===== src/rtl/timer_pkg.sv =====
// Shared encodings for the stopwatch/timer counter: FSM states, count modes and BCD helpers.
package timer_pkg;

  typedef enum logic [1:0] {
    ST_IDLE  = 2'b00,
    ST_RUN   = 2'b01,
    ST_PAUSE = 2'b10,
    ST_DONE  = 2'b11
  } state_t;

  localparam logic [1:0] MODE_UP0   = 2'b00;
  localparam logic [1:0] MODE_UPP   = 2'b01;
  localparam logic [1:0] MODE_DNMAX = 2'b10;
  localparam logic [1:0] MODE_DNP   = 2'b11;

  localparam logic [3:0] BCD_NINE = 4'd9;

  // Out-of-range preset nibbles saturate to nine.
  function automatic logic [3:0] bcd_clamp(input logic [3:0] nib);
    return (nib > BCD_NINE) ? BCD_NINE : nib;
  endfunction

endpackage


===== src/rtl/timer_core_bcd_digit.sv =====
// One BCD digit of the count chain: loadable, counts up or down, flags its wrap condition.
module bcd_digit
  import timer_pkg::*;
(
  input  logic       clk,
  input  logic       rst_n,
  input  logic       load,
  input  logic [3:0] load_val,
  input  logic       en,
  input  logic       dir,
  output logic [3:0] value,
  output logic       carry_out,
  output logic       borrow_out
);

  logic [3:0] inc_val;
  logic [3:0] dec_val;

  assign inc_val    = (value == BCD_NINE) ? 4'd0 : 4'(value + 4'd1);
  assign dec_val    = (value == 4'd0) ? BCD_NINE : 4'(value - 4'd1);
  // Wrap flags feed the enable of the next digit up the chain.
  assign carry_out  = (value == BCD_NINE);
  assign borrow_out = (value == 4'd0);

  always_ff @(posedge clk) begin
    if (!rst_n)    value <= 4'd0;
    else if (load) value <= load_val;
    else if (en)   value <= dir ? dec_val : inc_val;
  end

endmodule


===== src/rtl/timer_core.sv =====
// Stopwatch/timer counter over a chain of BCD digits with start/pause/clear control.
// Optional lap-hold display is enabled by defining TIMER_LAP_EN.
module timer_core
  import timer_pkg::*;
#(
  parameter int unsigned DIGITS        = 4,
  parameter int unsigned PRESET_DIGITS = 2
) (
  input  logic                       clk,
  input  logic                       rst_n,
  input  logic                       tick,
  input  logic                       start_stop,
  input  logic                       clr,
  input  logic [1:0]                 mode,
  input  logic [4*PRESET_DIGITS-1:0] preset,
`ifdef TIMER_LAP_EN
  input  logic                       lap,
`endif
  output logic [4*DIGITS-1:0]        digits,
  output logic                       running,
  output logic                       done
);

  localparam int unsigned W   = 4 * DIGITS;
  localparam int unsigned LOW = DIGITS - PRESET_DIGITS;

  state_t            state_q, state_d;
  logic [1:0]        mode_q;
  logic              dir;
  logic              reload, ss_ev, tick_ev;
  logic              load, cnt_en, running_d, done_d;
  logic [W-1:0]      init_val;
  logic [W-1:0]      live;
  logic [DIGITS-1:0] en, carry, borrow;
  logic              at_term, pre_term;

  assign dir = mode_q[1];

  // Event decode in priority order: reload, start_stop, tick.
  assign reload  = clr | (mode != mode_q);
  assign ss_ev   = start_stop & ~reload;
  assign tick_ev = tick & ~reload & ~start_stop & (state_q == ST_RUN);

  // Initial value for the requested mode.
  always_comb begin
    init_val = '0;
    if (mode == MODE_DNMAX) begin
      for (int unsigned i = 0; i < DIGITS; i++) init_val[4*i +: 4] = BCD_NINE;
    end else if (mode == MODE_UPP || mode == MODE_DNP) begin
      for (int unsigned i = 0; i < PRESET_DIGITS; i++)
        init_val[4*(i+LOW) +: 4] = bcd_clamp(preset[4*i +: 4]);
    end
  end

  assign en[0] = cnt_en;
  for (genvar i = 0; i < int'(DIGITS); i++) begin : g_digit
    if (i > 0) begin : g_chain
      assign en[i] = en[i-1] & (dir ? borrow[i-1] : carry[i-1]);
    end
    bcd_digit u_digit (
      .clk        (clk),
      .rst_n      (rst_n),
      .load       (load),
      .load_val   (init_val[4*i +: 4]),
      .en         (en[i]),
      .dir        (dir),
      .value      (live[4*i +: 4]),
      .carry_out  (carry[i]),
      .borrow_out (borrow[i])
    );
  end

  // Terminal now, and terminal after one more count step.
  assign at_term  = dir ? (&borrow) : (&carry);
  assign pre_term = dir ? ((&borrow[DIGITS-1:1]) && (live[3:0] == 4'd1))
                        : ((&carry[DIGITS-1:1])  && (live[3:0] == 4'd8));

  always_ff @(posedge clk) begin : state_reg
    if (!rst_n) begin
      state_q <= ST_IDLE;
      mode_q  <= MODE_UP0;
      running <= 1'b0;
      done    <= 1'b0;
    end else begin
      state_q <= state_d;
      running <= running_d;
      done    <= done_d;
      if (load) mode_q <= mode;
    end
  end

  always_comb begin : next_state
    state_d = state_q;
    if (reload) begin
      state_d = ST_IDLE;
    end else if (ss_ev) begin
      case (state_q)
        ST_IDLE, ST_PAUSE: state_d = at_term ? ST_DONE : ST_RUN;
        ST_RUN:            state_d = ST_PAUSE;
        default:           state_d = state_q;
      endcase
    end else if (tick_ev && pre_term) begin
      state_d = ST_DONE;
    end
  end

  always_comb begin : outputs
    load      = reload;
    cnt_en    = tick_ev;
    running_d = (state_d == ST_RUN);
    done_d    = (state_d == ST_DONE);
  end

`ifdef TIMER_LAP_EN
  logic         hold_q;
  logic [W-1:0] lap_q;

  // Lap toggles a frozen snapshot of the live count while counting continues.
  always_ff @(posedge clk) begin
    if (!rst_n) begin
      hold_q <= 1'b0;
      lap_q  <= '0;
    end else if (reload || state_d == ST_DONE) begin
      hold_q <= 1'b0;
    end else if (lap && state_q == ST_RUN) begin
      hold_q <= ~hold_q;
      lap_q  <= live;
    end
  end

  assign digits = hold_q ? lap_q : live;
`else
  assign digits = live;
`endif

endmodule


===== config.mk =====
export PLATFORM = sky130hd
export DESIGN_NAME = timer_core
export DESIGN_NICKNAME = d
export VERILOG_FILES = /design/src/rtl/timer_pkg.sv /design/src/rtl/timer_core_bcd_digit.sv /design/src/rtl/timer_core.sv
export SDC_FILE = /design/constraint.sdc
export NUM_CORES = 1
export LEC_CHECK = 0
export ABC_AREA = 1
export CELL_PAD_IN_SITES_DETAIL_PLACEMENT = 0
export CELL_PAD_IN_SITES_GLOBAL_PLACEMENT = 1
export CORE_MARGIN = 2
export CORE_UTILIZATION = 37
export CTS_BUF_LIST = sky130_fd_sc_hd__clkbuf_2
export CTS_CLUSTER_SIZE = 20
export DETAILED_ROUTE_END_ITERATION = 8
export GPL_TIMING_DRIVEN = 0
export PLACE_DENSITY = 0.85
export SKIP_CTS_REPAIR_TIMING = 1
export SLEW_MARGIN = 20
export SYNTH_ARGS = -nofsm -noshare
export SYNTH_HDL_FRONTEND = slang
export SYNTH_SLANG_ARGS = --single-unit

===== constraint.sdc =====
create_clock -name clk -period 2.3 [get_ports clk]
set_clock_uncertainty 0.2 [all_clocks]
set_input_delay 0.23 -clock clk [delete_from_list [all_inputs] [get_ports clk]]
set_output_delay 0.23 -clock clk [all_outputs]
set_load 0.05 [all_outputs]

==> results.sh <==
export IMPL_setup_tns_final_ns=0
export IMPL_dpl_cell_area_um2=2220
export IMPL_post_synth_top_count_cell="nand2_1"
export IMPL_synthTopCellsByCount="nand2_1 (89), nor2_1 (42), inv_1 (34), nand3_1 (29), dfxtp_1 (22)"
export IMPL_status="finished, final reports clean"
export IMPL_ir_drop_uv=347
export IMPL_cts_tree="done"
export IMPL_relSlewSlack_pct=61.5
export IMPL_port_buffers=31
export IMPL_synth_area_um2=1830
export IMPL_cp_num_buf_inv=1
export IMPL_core_area_um2=4750
export IMPL_critical_path_top_delay_family="buffers and inverters"
export IMPL_final_nets=360
export IMPL_p_int_mw=0.615
export IMPL_ys_seq_area_share_pct=24.1
export IMPL_drtIter0Drc=115
export IMPL_cts_buffers=3
export IMPL_cpPeakStageDelay_ns=0.84
export IMPL_slew_viol_final=0
export IMPL_htreeDepth=1
export IMPL_via_per_inst=4.76
export IMPL_leakage_nw=1.04
export IMPL_async_flop_share_pct=0
export IMPL_grt_pass1_vias=1790
export IMPL_antenna_found_initial=0
export IMPL_seq_power_share_pct=40.8
export IMPL_synth_cell_types=33
export IMPL_regArea_um2=440
export IMPL_cts_root_buffer="clkbuf_2"
export IMPL_dp_hpwl_um=3680
export IMPL_grt_max_degree=13
export IMPL_yosysWarningCount=0
export IMPL_r2r_setup_slack_ns=0.29
export IMPL_clockBufferDepth=2
export IMPL_hold_violations=0
export IMPL_syn_to_final_growth_pct=23.1
export IMPL_drv_cap=0
export IMPL_startpoint_type="flip-flop"
export IMPL_synthFlopType="dfxtp_1"
export IMPL_yosysTopAreaCell="dfxtp_1"
export IMPL_routabilityCongestion=0.851
export IMPL_period_share_pct=92.7
export IMPL_p_comb_share_pct=43.5
export IMPL_worst_pin_slew_ns=0.578
export IMPL_firstDrtPassIters=4
export IMPL_die_area_um2=5530
export IMPL_drive_gt1_share_pct=8.85
export IMPL_n_fill_cell=543
export IMPL_wire_per_inst_um=11.9
export IMPL_worstPathArrival_ns=1.70
export IMPL_p_per_area_nw_per_um2=480
export IMPL_detailroute_via_count=1932
export IMPL_syn_avg_cell_area_um2=6.04
export IMPL_synth_seq_cells=22
export IMPL_rsz0062_at_grt="no"
export IMPL_final_cell_area_um2=2250
export IMPL_multi_input_area_um2=1170
export IMPL_drc=0
export IMPL_die_x_um=74.3
export IMPL_clk_latency_ns=0.35
export IMPL_clkPwrFrac_pct=15.7
export IMPL_critPathKind="reg2out"
export IMPL_grt_ovfl_total=0
export IMPL_yosys_area_top_type_share_pct=24.1
export IMPL_cp_cell_sequence="clkdlybuf4s50_1"
export IMPL_cts_clk_slew_worst_paths_ns=0.25
export IMPL_hold_class="in2reg"
export IMPL_synth_cells=303
export IMPL_fmax_ghz=0.469
export IMPL_antennaDiodeCount=0
export IMPL_min_period_ns=2.13
export IMPL_cts_sinks=22
export IMPL_crit_fanout=7
export IMPL_totalWireLength_um=4830
export IMPL_rows=25
export IMPL_p_sw_mw=0.467
export IMPL_slowest_stage="clkdlybuf4s50_1"
export IMPL_io_pins=33
export IMPL_crit_required_ns=1.87
export IMPL_ant_nets=0
export IMPL_end_kind="output port"
export IMPL_grt_pass1_wl_um=8010
export IMPL_initial_core_util_pct=38.5
export IMPL_netlist_top_cells_area="dfxtp_1 (24%), nand2_1 (18%), nor2_1 (8.6%)"
export IMPL_synth_edff_count=0
export IMPL_syn_num_nets=323
export IMPL_dieHeight_um=74.3
export IMPL_track_usage_pct=18.5
export IMPL_setup_viol=0
export IMPL_switching_share_pct=43.2
[power groups by stage]
stage	Sequential, mW	Combinational, mW	Clock (mW)
after global routing	0.449	0.527	0.194
after floorplan	0.526	0.258	0
after CTS	0.442	0.471	0.177
after detailed placement	0.450	0.470	0
final	0.442	0.471	0.170
after global placement	0.450	0.469	0
[layout by cell type, fill, tap and decap left out, types with 3 or more instances in the layout]
| cell type | n |
|---|---|
| nor2_2 | 5 |
| xnor2_1 | 3 |
| nor2_1 | 42 |
| dfxtp_1 | 22 |
| nand4_1 | 6 |
| inv_2 | 3 |
| clkbuf_2 | 3 |
| nand3_1 | 29 |
| clkdlybuf4s50_1 | 31 |
| a21oi_1 | 13 |
| xor2_1 | 3 |
| ha_1 | 5 |
| inv_1 | 34 |
| nand2_1 | 89 |
| nand2_2 | 3 |
| o21ai_0 | 20 |
| a21oi_2 | 3 |
[logic make-up (layout without fill, tap and decap cells)]
family,after synthesis,in the layout,synth area share [%]
AND/OR/NAND/NOR,183,183,44.9
buffers and inverters,46,82,12.2
AO/OA/AOI/OAI,41,41,12.5
flip-flops,22,22,24.1
XOR/XNOR,6,6,2.87
adder cells (fa/ha/maj),5,5,3.42
[worst paths after layout]
path / startpoint / endpoint / cells past startpoint
setup / recovery: g_digit[3].u_digit.value[2]$_SDFFE_PN0P_ / digits[14] / 1
hold / removal: mode[1] / mode_q[1]$_SDFFE_PN0N_ / 3
setup reg to reg: g_digit[0].u_digit.value[0]$_SDFFE_PN0P_ / g_digit[3].u_digit.value[0]$_SDFFE_PN0P_ / 10
hold reg to reg: g_digit[1].u_digit.value[1]$_SDFFE_PN0P_ / g_digit[1].u_digit.value[1]$_SDFFE_PN0P_ / 2
[through the flow]
step | utilization, % | setup slack (ns) | hold WS [ns] | instances | power [mW]
6_report | 47.4 | 0.169 | 0.208 | 406 | 1.08
5_1_grt | 47.4 | 0.0533 | 0.192 | 406 | 1.17
4_1_cts | 47.2 | 0.157 | -0.0234 | 405 | 1.09
3_5_place_dp | 46.8 | 0.198 | 0.338 | 401 | 0.920
3_3_place_gp | 46.8 | 0.191 | 0.329 | 401 | 0.918
2_1_floorplan | - | 0.192 | 0.123 | 303 | 0.784
[final cells by class]
type,count,share of cell area [%]
plain buffers,8,3.50
clock buffers,3,0.666
clock inverters,1,0.167
inverters,38,6.44
multi-input cells,235,51.7
flip-flops and latches,22,19.5
well taps,67,3.72
repair buffers,32,14.2
[sequential cells by signal (all words and copies together), names as in the netlist]
| register | flops |
|---|---|
| running | 1 |
| g_digit.u_digit.value | 16 |
| state_q | 2 |
| mode_q | 2 |
| done | 1 |
[routing by layer]
| metal | GRT usage (%) | vias up | routed length [µm] |
|---|---|---|---|
| li1 | - | 1039 | - |
| met4 | 4.76 | 0 | 48 |
| met5 | 0 | - | 0 |
| met3 | 3.79 | 6 | 228 |
| met1 | 25.3 | 847 | 2370 |
| met2 | 30.0 | 40 | 2180 |
(Power assumes the default switching activity.)
